==> config.mk <==
export PLATFORM = sky130hd
export DESIGN_NAME = pulse_stretcher
export DESIGN_NICKNAME = d
export VERILOG_FILES = /design/src/rtl/pulse_stretcher.sv
export SDC_FILE = /design/constraint.sdc
export NUM_CORES = 1
export LEC_CHECK = 0
export CORE_MARGIN = 1
export CORE_UTILIZATION = 40
export DETAILED_ROUTE_END_ITERATION = 16
export DONT_BUFFER_PORTS = 1
export HOLD_SLACK_MARGIN = 0.12
export PLACE_DENSITY = 0.54
export SYNTH_ARGS = -nofsm -noshare
export SYNTH_HDL_FRONTEND = slang
export SYNTH_SLANG_ARGS = --single-unit
==> constraint.sdc <==
create_clock -name Clk -period 2.3 [get_ports Clk]
set_input_delay 0.23 -clock Clk [delete_from_list [all_inputs] [get_ports Clk]]
set_output_delay 0.23 -clock Clk [all_outputs]
set_load 0.01 [all_outputs]
==> src/rtl/pulse_stretcher.sv <==
// Stretches single-cycle event pulses into fixed-length high windows separated by
// a mandatory low gap, queueing events that arrive mid-blink in a saturating counter.
module pulse_stretcher #(
    parameter  int HOLD_CYCLES = 12500000,
    parameter  int GAP_CYCLES  = 12500000,
    parameter  int MAX_PEND    = 7,
    localparam int PW          = $clog2(MAX_PEND + 1)
) (
    input  logic          Clk,
    input  logic          ResetN,
    input  logic          Pin,
    output logic          Lout,
    output logic          Busy,
    output logic [PW-1:0] Pending,
    output logic          Overflow
);

    localparam int CNT_MAX = (HOLD_CYCLES > GAP_CYCLES) ? HOLD_CYCLES : GAP_CYCLES;
    localparam int CW      = (CNT_MAX > 1) ? $clog2(CNT_MAX) : 1;

    localparam logic [CW-1:0] HOLD_LOAD = CW'(HOLD_CYCLES - 1);
    localparam logic [CW-1:0] GAP_LOAD  = CW'(GAP_CYCLES - 1);
    localparam logic [CW-1:0] CNT_ZERO  = {CW{1'b0}};
    localparam logic [CW-1:0] CNT_ONE   = CW'(1);
    localparam logic [PW-1:0] PEND_FULL = PW'(MAX_PEND);
    localparam logic [PW-1:0] PEND_ZERO = {PW{1'b0}};
    localparam logic [PW-1:0] PEND_ONE  = PW'(1);

    localparam logic [1:0] ST_IDLE = 2'd0;
    localparam logic [1:0] ST_HOLD = 2'd1;
    localparam logic [1:0] ST_GAP  = 2'd2;

    logic [1:0]    state_r,  state_nxt_s;
    logic [CW-1:0] cnt_r,    cnt_nxt_s;
    logic [PW-1:0] pend_r,   pend_nxt_s;
    logic          lout_r,   lout_nxt_s;
    logic          busy_r,   busy_nxt_s;
    logic          ovf_r,    ovf_nxt_s;
    logic          full_s;
    logic [PW-1:0] pend_inc_s;

    // Saturating increment used whenever a mid-blink event is queued
    always_comb begin
        full_s     = (pend_r == PEND_FULL);
        pend_inc_s = full_s ? pend_r : (pend_r + PEND_ONE);
    end

    // Next-state logic for the blink sequencer and event queue
    always_comb begin
        state_nxt_s = state_r;
        cnt_nxt_s   = cnt_r;
        pend_nxt_s  = pend_r;
        lout_nxt_s  = lout_r;
        busy_nxt_s  = busy_r;
        ovf_nxt_s   = ovf_r;
        case (state_r)
            ST_IDLE: begin
                if (Pin) begin
                    state_nxt_s = ST_HOLD;
                    cnt_nxt_s   = HOLD_LOAD;
                    lout_nxt_s  = 1'b1;
                    busy_nxt_s  = 1'b1;
                end else begin
                    lout_nxt_s  = 1'b0;
                    busy_nxt_s  = 1'b0;
                end
            end
            ST_HOLD: begin
                if (cnt_r == CNT_ZERO) begin
                    state_nxt_s = ST_GAP;
                    cnt_nxt_s   = GAP_LOAD;
                    lout_nxt_s  = 1'b0;
                end else begin
                    cnt_nxt_s   = cnt_r - CNT_ONE;
                end
                if (Pin) begin
                    pend_nxt_s = pend_inc_s;
                    ovf_nxt_s  = ovf_r | full_s;
                end else begin
                    pend_nxt_s = pend_r;
                end
            end
            ST_GAP: begin
                if (cnt_r == CNT_ZERO) begin
                    if (pend_r != PEND_ZERO) begin
                        // A queued event starts; a coincident Pin takes its slot, so no drop
                        state_nxt_s = ST_HOLD;
                        cnt_nxt_s   = HOLD_LOAD;
                        lout_nxt_s  = 1'b1;
                        pend_nxt_s  = Pin ? pend_r : (pend_r - PEND_ONE);
                    end else if (Pin) begin
                        state_nxt_s = ST_HOLD;
                        cnt_nxt_s   = HOLD_LOAD;
                        lout_nxt_s  = 1'b1;
                    end else begin
                        state_nxt_s = ST_IDLE;
                        busy_nxt_s  = 1'b0;
                    end
                end else begin
                    cnt_nxt_s = cnt_r - CNT_ONE;
                    if (Pin) begin
                        pend_nxt_s = pend_inc_s;
                        ovf_nxt_s  = ovf_r | full_s;
                    end else begin
                        pend_nxt_s = pend_r;
                    end
                end
            end
            default: begin
                state_nxt_s = ST_IDLE;
                cnt_nxt_s   = CNT_ZERO;
                pend_nxt_s  = PEND_ZERO;
                lout_nxt_s  = 1'b0;
                busy_nxt_s  = 1'b0;
            end
        endcase
    end

    // State, counter and output registers
    always_ff @(posedge Clk or negedge ResetN) begin
        if (!ResetN) begin
            state_r <= ST_IDLE;
            cnt_r   <= CNT_ZERO;
            pend_r  <= PEND_ZERO;
            lout_r  <= 1'b0;
            busy_r  <= 1'b0;
            ovf_r   <= 1'b0;
        end else begin
            state_r <= state_nxt_s;
            cnt_r   <= cnt_nxt_s;
            pend_r  <= pend_nxt_s;
            lout_r  <= lout_nxt_s;
            busy_r  <= busy_nxt_s;
            ovf_r   <= ovf_nxt_s;
        end
    end

    assign Lout     = lout_r;
    assign Busy     = busy_r;
    assign Pending  = pend_r;
    assign Overflow = ovf_r;

endmodule

==> results of run 1 <==
[power breakdown]
group	switching (mW)	internal, mW	total, mW
Clock	0.235	0.322	0.557
Combinational	0.792	0.599	1.39
Sequential	0.285	0.763	1.05
Total	1.31	1.68	3.00
[final timing paths]
kind	end
min reg2reg	Overflow
max reg2reg	cnt_r[15]
max	cnt_r[15]
max in group asynchronous	Overflow
min in group asynchronous	cnt_r[18]
min	cnt_r[0]
[Yosys cell counts (3+ instances only)]
library cell	n
nor2_1	33
dfrtp_1	32
a21oi_1	22
o21ai_0	20
nor3_1	17
nand2_1	15
clkbuf_1	12
inv_1	10
ha_1	9
nand3_1	9
xor2_1	8
a211oi_1	6
nand2b_1	6
o22ai_1	6
nor2b_1	5
or3_1	5
nor3_2	4
nor4_1	4
o211ai_1	4
a31oi_1	3
and3_1	3
nand3b_1	3
o21ai_1	3
or4_4	3
[logic make-up after synthesis]
group           after synthesis
xor+xnor                     10
fa+ha+maj                     9
flops                        32
mux                           1
compound gates               82
simple gates                123
buf+inv                      27
[through the flow]
| step | setup WS (ns) | area, µm² | setup TNS (ns) | hold slack, ns | utilization |
|---|---|---|---|---|---|
| 2_1_floorplan | 0.1323 | 2379 | 0 | -0.06559 | - |
| 3_5_place_dp | -0.06600 | 2590 | -0.06600 | -0.06460 | 0.4618 |
| 3_3_place_gp | 0.01745 | 2590 | 0 | -0.06468 | 0.4618 |
| 4_1_cts | 0.08863 | 2744 | 0 | 0.1326 | 0.4893 |
| 6_report | 0.08899 | 2750 | 0 | 0.1408 | 0.4904 |
| 5_1_grt | -0.02910 | 2750 | -0.05301 | 0.1470 | 0.4904 |
[registers in the layout, indices dropped and copies added (netlist names)]
register / count
Busy: 1
Lout: 1
Overflow: 1
Pending: 3
cnt_r: 24
state_r: 2
[timing repair]
item,4_1_cts,5_1_grt
hold buffers,3,0
setup endpoints to repair,1,10
endpoints found under the hold margin,39,0
resized for setup,1,2
[routing by layer]
metal  vias to the layer above  track usage  part of all wire
li1                       1086            -                 -
met1                      1092       0.3619              0.50
met2                        70       0.3647              0.44
met3                         7      0.03678             0.050
met4                         0      0.06000            0.0099
met5                         -            0                 0
[area by class of cell]
class | count | area (µm²) | share of cell area
tap | 72 | 90.09 | 0.03276
clock inverter | 2 | 35.03 | 0.01274
timing repair buffer | 30 | 242.7 | 0.08826
clock buffer | 6 | 72.57 | 0.02639
sequential | 32 | 800.8 | 0.2912
inverter | 10 | 37.54 | 0.01365
multi-input combinational | 225 | 1471 | 0.5350
[critical path, stage by stage, from the launching register on]
cell     delay [ns]
dfrtp_1        0.41
or4_4          0.59
or4_4          0.54
nor4_4         0.19
mux2i_1        0.23
o22ai_1        0.10
nor2_1         0.09
==> reports/metrics.yaml, run 1 <==
global_route:
  grt_usage: 0.2432
  grt_start_max_net_pins: 33
  grt_pass1_vias: 2188
  grt_pass1_wl_um: 11630
  antenna_found_initial: 0
  grt_overflow: 0
job:
  maxCapViolCount: 0
drt:
  wl_per_cell_um: 17.97
  via_count: 2255
  firstDrtPassIters: 5
  ant_nets: 0
  routed_wl_um: 6775
  dr.first_iter.drc_count: 155
  drc: 0
  viasPerCell: 5.981
floorplan:
  die-height_um: 79.11
  io_pins: 9
  core_area_um2: 5608
  chipWidth_um: 79.11
  dieArea_um2: 6258
  rows: 27
  start_util: 0.4241
clocking:
  cts_setup_buffers: 0
  h-tree-depth: 2
  clock-sinks: 32
  cts_tree: "built"
  cts_buffer_depth: 2
  cts_root_buf: "clkbuf_8"
  worstSkewPairLatency_ns: 0.29
  cts_buffers: 5
  clk_pin_slew_worst_paths_ns: 0.07
timing:
  min_period_over_period: 0.9613
  finalHoldViolCount: 0
  fin_skew_ns: 0.01037
  relSlewSlack: 0.6674
  slew_violations: 0
  layout_min_cycle_time_ns: 2.211
  finalSetupViolCount: 0
  rsz0062_at_grt: "yes"
  tightest_slew_ns: 0.4966
  max_freq_ghz: 0.4523
cells_and_area:
  final_cells: 377
  fillers: 569
  nNetsFinal: 316
  antenna_cells: 0
  final_common_cell: "nor2_1"
  drive_gt1_frac: 0.1770
  area_growth_pct: 15.62
  final_cell_mix: "nor2_1, dfrtp_1, buf_4"
worst_hold_path:
  hp-start: "Pin"
  min-delay-path-class: "input port to register"
  whs_path_depth: 2
synthesis:
  synth_cell_types: 54
  synth_top_family_by_area: "simple AND/OR/NAND/NOR gates"
  synth-xor-area-share: 0.03682
  async_flop_share: 1.000
  synth_fa_ha_area_frac: 0.04734
  synth_area_per_cell_um2: 8.375
  yosys_warnings: 0
  ys.flop_type: "dfrtp_1"
  synth_enable_flop_cells: 0
  ys_seq_elements: 32
  postSynthCellCount: 284
  yosysSeqAreaShare: 0.3367
  synth_compound_area_frac: 0.2199
  yosysTopAreaCell: "dfrtp_1"
  synth_area_leaders: "dfrtp_1, nor2_1, ha_1"
  synthSimpleGateAreaFrac: 0.3051
  muxShareOfSynthArea: 0.004208
  synth_top_area_frac: 0.3367
  synth_fp_nets: 296
  syn_area_um2: 2379
placed_design:
  hpwl_um: 4748
  dp_cells: 366
  io_buffers: 0
  gp_congestion: 0.8407
worst_setup_path:
  crit_type: "register to register"
  r2r_cells: 6
  cp.arrival_ns: 2.44
  cp.required_ns: 2.53
  critPathCaptureType: "register"
  rrSetupSlack_ns: 0.09
  cp_max_fo: 7
  start_kind: "register"
  crit_start: "cnt_r[1]"
  reg2reg_from: "cnt_r[1]"
power_and_ir_drop:
  finalPower_mw: 2.996
  p_per_area_nw_per_um2: 1090
  peakVddDrop_v: 0.0005829
  leakage_nw: 1.134
run_status:
  status: "finished clean"
No activity file was read; power rests on OpenSTA's default activity.
==> run 2, diff against run 1 <==
Settings changed: PLACE_DENSITY 0.54 to 0.63.
==> run 2 against run 1 <==
Compared with the run above: clock-buffer cell count is the same; combinational power is essentially flat; critical path type unchanged; worst hold slack lost 0.016 ns; wire length shrank 4.5%; register-to-register slack gained 0.03 ns; non-clock buffer count shrank 3; largest cell class unchanged; sequential share of layout area grew 0.23 points; sequential power is essentially flat; cell count shrank 0.80%; critical endpoint unchanged; global-route usage shrank 2.0 points; fmax grew 1.3%.
==> reports/metrics.yaml, run 2 (same netlist as run 1, synthesis figures left out) <==
run_status:
  status: "finished clean"
cells_and_area:
  final_cell_mix: "nor2_1, dfrtp_1, buf_4"
  final_cells: 374  # -0.80%
  largest_register: "cnt_r"
  nNetsFinal: 313  # -0.95%
  area_growth_pct: 14.89
  drive_gt1_frac: 0.1755  # -0.001552
  fillers: 558  # -1.9%
  antenna_cells: 0  # unchanged
  final_common_cell: "nor2_1"
  largest_register_ffs: 24  # unchanged
timing:
  fin_skew_ns: 0.01261  # +0.002245 ns
  timing.hold.ws_ns: 0.1244  # -0.01636 ns
  tightest_slew_ns: 0.6208  # +0.1242 ns
  finalSetupViolCount: 0  # unchanged
  finalHoldViolCount: 0  # unchanged
  max_freq_ghz: 0.4584  # +1.3%
  fin_ws_ns: 0.1183  # +0.02934 ns
  relSlewSlack: 0.5857  # -0.08167
  rsz0062_at_grt: "yes"
  slew_violations: 0  # unchanged
  min_period_over_period: 0.9486  # -0.01276
  tns_ns: 0  # unchanged
  layout_min_cycle_time_ns: 2.182  # -0.02934 ns
clocking:
  worstSkewPairLatency_ns: 0.29  # about the same
  clock-sinks: 32  # unchanged
  cts_buffer_depth: 2  # unchanged
  clk_pin_slew_worst_paths_ns: 0.08  # about the same
  h-tree-depth: 2  # unchanged
  cts_setup_buffers: 0  # unchanged
  cts_buffers: 5  # unchanged
  cts_root_buf: "clkbuf_8"
  cts_tree: "built"
worst_setup_path:
  cp_max_fo: 7  # unchanged
  cp_slowest_cell: "or4_4"
  critPathCaptureType: "register"
  cp_num_buf_inv: 0  # unchanged
  cp.arrival_ns: 2.41  # -0.03 ns
  slowest_delay_ns: 0.59  # about the same
  crit_chain: "or4_4 > or4_4 > nor4_4 > mux2i_1 > o22ai_1 > nor2_1"
  crit_type: "register to register"
  r2r_cells: 6  # unchanged
  crit_family: "simple AND/OR/NAND/NOR gates"
  cp.required_ns: 2.53  # about the same
  cp_num_cells: 6  # unchanged
  start_kind: "register"
  crit_top_cell: "or4_4"
global_route:
  antenna_found_initial: 0  # unchanged
  grt_pass1_wl_um: 10740  # -7.6%
  grt_start_max_net_pins: 33  # unchanged
  grt_pass1_vias: 2161  # -1.2%
  grt_usage: 0.2234  # -0.01973
  grt_overflow: 0  # unchanged
placed_design:
  io_buffers: 0  # unchanged
  dp_cells: 363  # -0.82%
  dp_slack_ns: 0.06196  # +0.1280 ns
  gp_congestion: 0.8676  # +3.2%
  hpwl_um: 4528  # -4.6%
drt:
  firstDrtPassIters: 5  # unchanged
  wl_per_cell_um: 17.31  # -3.7%
  via_count: 2268  # +0.58%
  routed_wl_um: 6473  # -4.5%
  viasPerCell: 6.064  # +1.4%
  dr.first_iter.drc_count: 203  # +31%
  drc: 0  # unchanged
  ant_nets: 0  # unchanged
power_and_ir_drop:
  p_int_mw: 1.698  # +0.84%
  clkPwrFrac: 0.183  # -0.003
  swShare: 0.4341  # -0.003986
  peakVddDrop_v: 0.0004288  # -26%
  combPwrFrac: 0.475  # +0.011
  sequentialPowerShare: 0.342  # -0.008
  p_per_area_nw_per_um2: 1098  # +0.77%
  p_sw_mw: 1.302  # -0.78%
  leakage_nw: 1.114  # -1.8%
floorplan:
  chipWidth_um: 79.11  # unchanged
  dieArea_um2: 6258  # unchanged
  io_pins: 9  # unchanged
  core_area_um2: 5608  # unchanged
  die-height_um: 79.11  # unchanged
  rows: 27  # unchanged
  start_util: 0.4241  # unchanged
worst_hold_path:
  min-delay-path-class: "input port to register"
  whs_path_depth: 2  # unchanged
job:
  maxCapViolCount: 0  # unchanged
-- run 2: changes by cell type in the layout (fill, tap and decap cells not counted) --
cell and change:
and3_4 +1, nor2_4 -1, nor3b_1 -1, dfrtp_1 -1, nor3b_2 +1, and3_2 -1, dfrtp_2 +1, nor2_2 +1
buf_4 -3
-- run 2: worst reg2reg max path, cell delays in order (launching register included) --
cell	delay [ns]
dfrtp_1	0.41
or4_4	0.59
or4_4	0.53
nor4_4	0.19
mux2i_1	0.22
o22ai_1	0.10
nor2_1	0.09
-- run 2: worst paths after layout --
| check | from | end | slack [ns] |
|---|---|---|---|
| worst max-delay path | cnt_r[1] | cnt_r[15] | 0.12 |
| worst min-delay path | Pin | cnt_r[23] | 0.12 |
| worst max register to register | cnt_r[1] | cnt_r[15] | 0.12 |
| worst min register to register | Overflow | Overflow | 0.53 |
| max in group asynchronous | ResetN | cnt_r[3] | 1.73 |
| min in group asynchronous | ResetN | cnt_r[23] | 0.37 |
-- run 2: per-stage QoR --
step                instance area [µm²]  power [mW]  utilization
floorplan                          2379       1.968            -
global placement                   2567       2.380       0.4578
detailed placement                 2567       2.407       0.4578
CTS                                2715       2.983       0.4842
global route                       2733       3.227       0.4873
finish                             2733       3.000       0.4873
-- run 2: what timing repair did --
item                                    4_1_cts  5_1_grt
gates resized for setup                       0        5
endpoints found under the hold margin        37        0
hold buffers                                  3        0
endpoints found under the setup margin        0        4
-- run 2: final cells by class --
cell class	count	area (µm²)	area share
clock buffers	6	72.57	0.02656
clock inverters	2	35.03	0.01282
inverters	10	37.54	0.01374
multi-input cells	225	1475	0.5398
flip-flops and latches	32	802.0	0.2935
well taps	72	90.09	0.03297
repair buffers	27	220.2	0.08059
-- run 2: power by group through the flow --
stage	sequential, mW	clock (mW)	combinational (mW)
3_3_place_gp	1.02	0	1.36
4_1_cts	1.02	0.557	1.41
6_report	1.03	0.550	1.42
5_1_grt	1.06	0.584	1.58
3_5_place_dp	1.03	0	1.38
2_1_floorplan	0.986	0	0.982
-- run 2: layer usage --
metal  GRT usage  vias to the layer above  wire length [µm]
met5           0                        -                 0
met4     0.08545                        0               116
met3     0.04253                       12               295
met2      0.3664                       62              3074
met1      0.2891                     1116              2987
li1            -                     1078                 -
==> run 3, diff against run 2 <==
Settings changed: HOLD_SLACK_MARGIN 0.12 to 0.15.
==> run 3 against run 2 <==
Compared with the run above: critical path depth stayed put; sequential power hardly changed; core utilization stayed put; register-to-register slack about the same; cell count unchanged; first-iteration DRC count fell by 5.9%; largest cell class unchanged.
==> reports/metrics.yaml, run 3 (same netlist as run 1, synthesis figures left out) <==
run_status:
  status: "finished clean"
power_and_ir_drop:
  p_per_area_nw_per_um2: 1100  # +0.15%
  leakage_nw: 1.114  # unchanged
  peakVddDrop_v: 0.0004270  # -0.43%
clocking:
  cts_root_buf: "clkbuf_8"
  worstSkewPairLatency_ns: 0.29  # about the same
  h-tree-depth: 2  # unchanged
  clk_pin_slew_worst_paths_ns: 0.08  # about the same
  cts_buffer_depth: 2  # unchanged
  cts_buffers: 5  # unchanged
  cts_tree: "built"
  clock-sinks: 32  # unchanged
placed_design:
  io_buffers: 0  # unchanged
  hpwl_um: 4528  # unchanged
  placed_cell_area_um2: 2567  # unchanged
  dp_slack_ns: 0.06196  # unchanged
  gp_congestion: 0.8676  # unchanged
floorplan:
  start_util: 0.4241  # unchanged
  core_area_um2: 5608  # unchanged
  rows: 27  # unchanged
  dieArea_um2: 6258  # unchanged
  die-height_um: 79.11  # unchanged
  chipWidth_um: 79.11  # unchanged
  io_pins: 9  # unchanged
cells_and_area:
  fillers: 558  # unchanged
  largest_register_ffs: 24  # unchanged
  area_growth_pct: 14.89  # unchanged
  final_common_cell: "nor2_1"
  nNetsFinal: 313  # unchanged
  fin_area_um2: 2733  # unchanged
  antenna_cells: 0  # unchanged
  fin_util: 0.4873  # unchanged
  drive_gt1_frac: 0.1755  # unchanged
  largest_register: "cnt_r"
  final_cell_mix: "nor2_1, dfrtp_1, buf_4"
worst_setup_path:
  critPathCaptureType: "register"
  cp.arrival_ns: 2.42  # about the same
  cp.required_ns: 2.53  # about the same
  start_kind: "register"
  cp_max_fo: 7  # unchanged
  crit_type: "register to register"
  reg2reg_from: "cnt_r[1]"
  rrSetupSlack_ns: 0.11  # about the same
  r2r_cells: 6  # unchanged
  crit_start: "cnt_r[1]"
  r2r_end: "cnt_r[15]"
drt:
  dr.first_iter.drc_count: 191  # -5.9%
  drc: 0  # unchanged
  routed_wl_um: 6469  # about the same
  ant_nets: 0  # unchanged
  via_count: 2245  # -1.0%
  viasPerCell: 6.003  # -1.0%
  firstDrtPassIters: 4  # -1
  wl_per_cell_um: 17.30  # about the same
timing:
  relSlewSlack: 0.5872  # +0.001512
  slew_violations: 0  # unchanged
  finalHoldViolCount: 0  # unchanged
  min_period_over_period: 0.9520  # +0.003459
  rsz0062_at_grt: "yes"
  tightest_slew_ns: 0.6185  # -0.002264 ns
  fin_skew_ns: 0.01247  # -0.0001422 ns
  max_freq_ghz: 0.4567  # -0.36%
  finalSetupViolCount: 0  # unchanged
  fin_ws_ns: 0.1104  # -0.007956 ns
  layout_min_cycle_time_ns: 2.190  # +0.007956 ns
global_route:
  grt_start_max_net_pins: 33  # unchanged
  antenna_found_initial: 0  # unchanged
  grt_usage: 0.2249  # +0.001467
  grt_pass1_wl_um: 10780  # +0.38%
  grt_pass1_vias: 2160  # -0.046%
  grt_overflow: 0  # unchanged
worst_hold_path:
  whs_path_depth: 2  # unchanged
  hp-start: "Pin"
  min-delay-path-class: "input port to register"
  min_to: "state_r[0]"
job:
  maxCapViolCount: 0  # unchanged
==> run 3: cell counts in the layout (fill, tap and decap cells not counted) <==
No cell type changed its count.
==> run 3: repair_timing <==
action	4_1_cts	5_1_grt
endpoints found under the hold margin	40	0
endpoints found under the setup margin	0	4
gates resized for setup	0	5
buffers inserted	0	0
hold buffers	3	0
==> run 3: where the power goes <==
part / switching [mW] / internal, mW / leakage (nW) / total [mW]
Sequential: 0.261 / 0.765 / 0.397 / 1.03
Combinational: 0.820 / 0.611 / 0.662 / 1.43
Clock: 0.226 / 0.322 / 0.0552 / 0.548
==> run 3: per-stage QoR <==
| step | cells | setup TNS, ns | power, mW | hold slack [ns] |
|---|---|---|---|---|
| 6_report | 374 | 0 | 3.005 | 0.1578 |
| 5_1_grt | 374 | -0.01728 | 3.229 | 0.1613 |
| 4_1_cts | 374 | 0 | 2.985 | 0.1607 |
| 3_5_place_dp | 363 | 0 | 2.407 | -0.06429 |
| 3_3_place_gp | 363 | 0 | 2.380 | -0.06426 |
| 2_1_floorplan | 284 | 0 | 1.968 | -0.06559 |
==> run 3: worst max path at each step <==
stage                           end  slack, ns  cells after the start
after CTS                 cnt_r[13]       0.06                      6
after floorplan           cnt_r[10]       0.13                      8
after global routing      cnt_r[15]      -0.01                      6
final                     cnt_r[15]       0.11                      6
after global placement    cnt_r[13]       0.12                      6
after detailed placement  cnt_r[13]       0.06                      6
==> run 3: routing by layer <==
| metal | global-route usage | up-vias | part of all wire |
|---|---|---|---|
| met4 | 0.08545 | 0 | 0.014 |
| met1 | 0.2941 | 1110 | 0.47 |
| li1 | - | 1071 | - |
| met5 | 0 | - | 0 |
| met3 | 0.04253 | 9 | 0.046 |
| met2 | 0.3655 | 55 | 0.47 |
==> run 3: layout make-up <==
class | instances | area [µm²] | share of cell area
clock inverter | 2 | 35.03 | 0.01282
sequential | 32 | 802.0 | 0.2935
clock buffer | 6 | 72.57 | 0.02656
inverter | 10 | 37.54 | 0.01374
multi-input combinational | 225 | 1475 | 0.5398
timing repair buffer | 27 | 220.2 | 0.08059
tap | 72 | 90.09 | 0.03297
==> run 3: worst max-delay path, stage by stage, from the launching register on <==
cell and delay, ns:
dfrtp_1 0.41, or4_4 0.59, or4_4 0.54, nor4_4 0.19
mux2i_1 0.22, o22ai_1 0.10, nor2_1 0.09
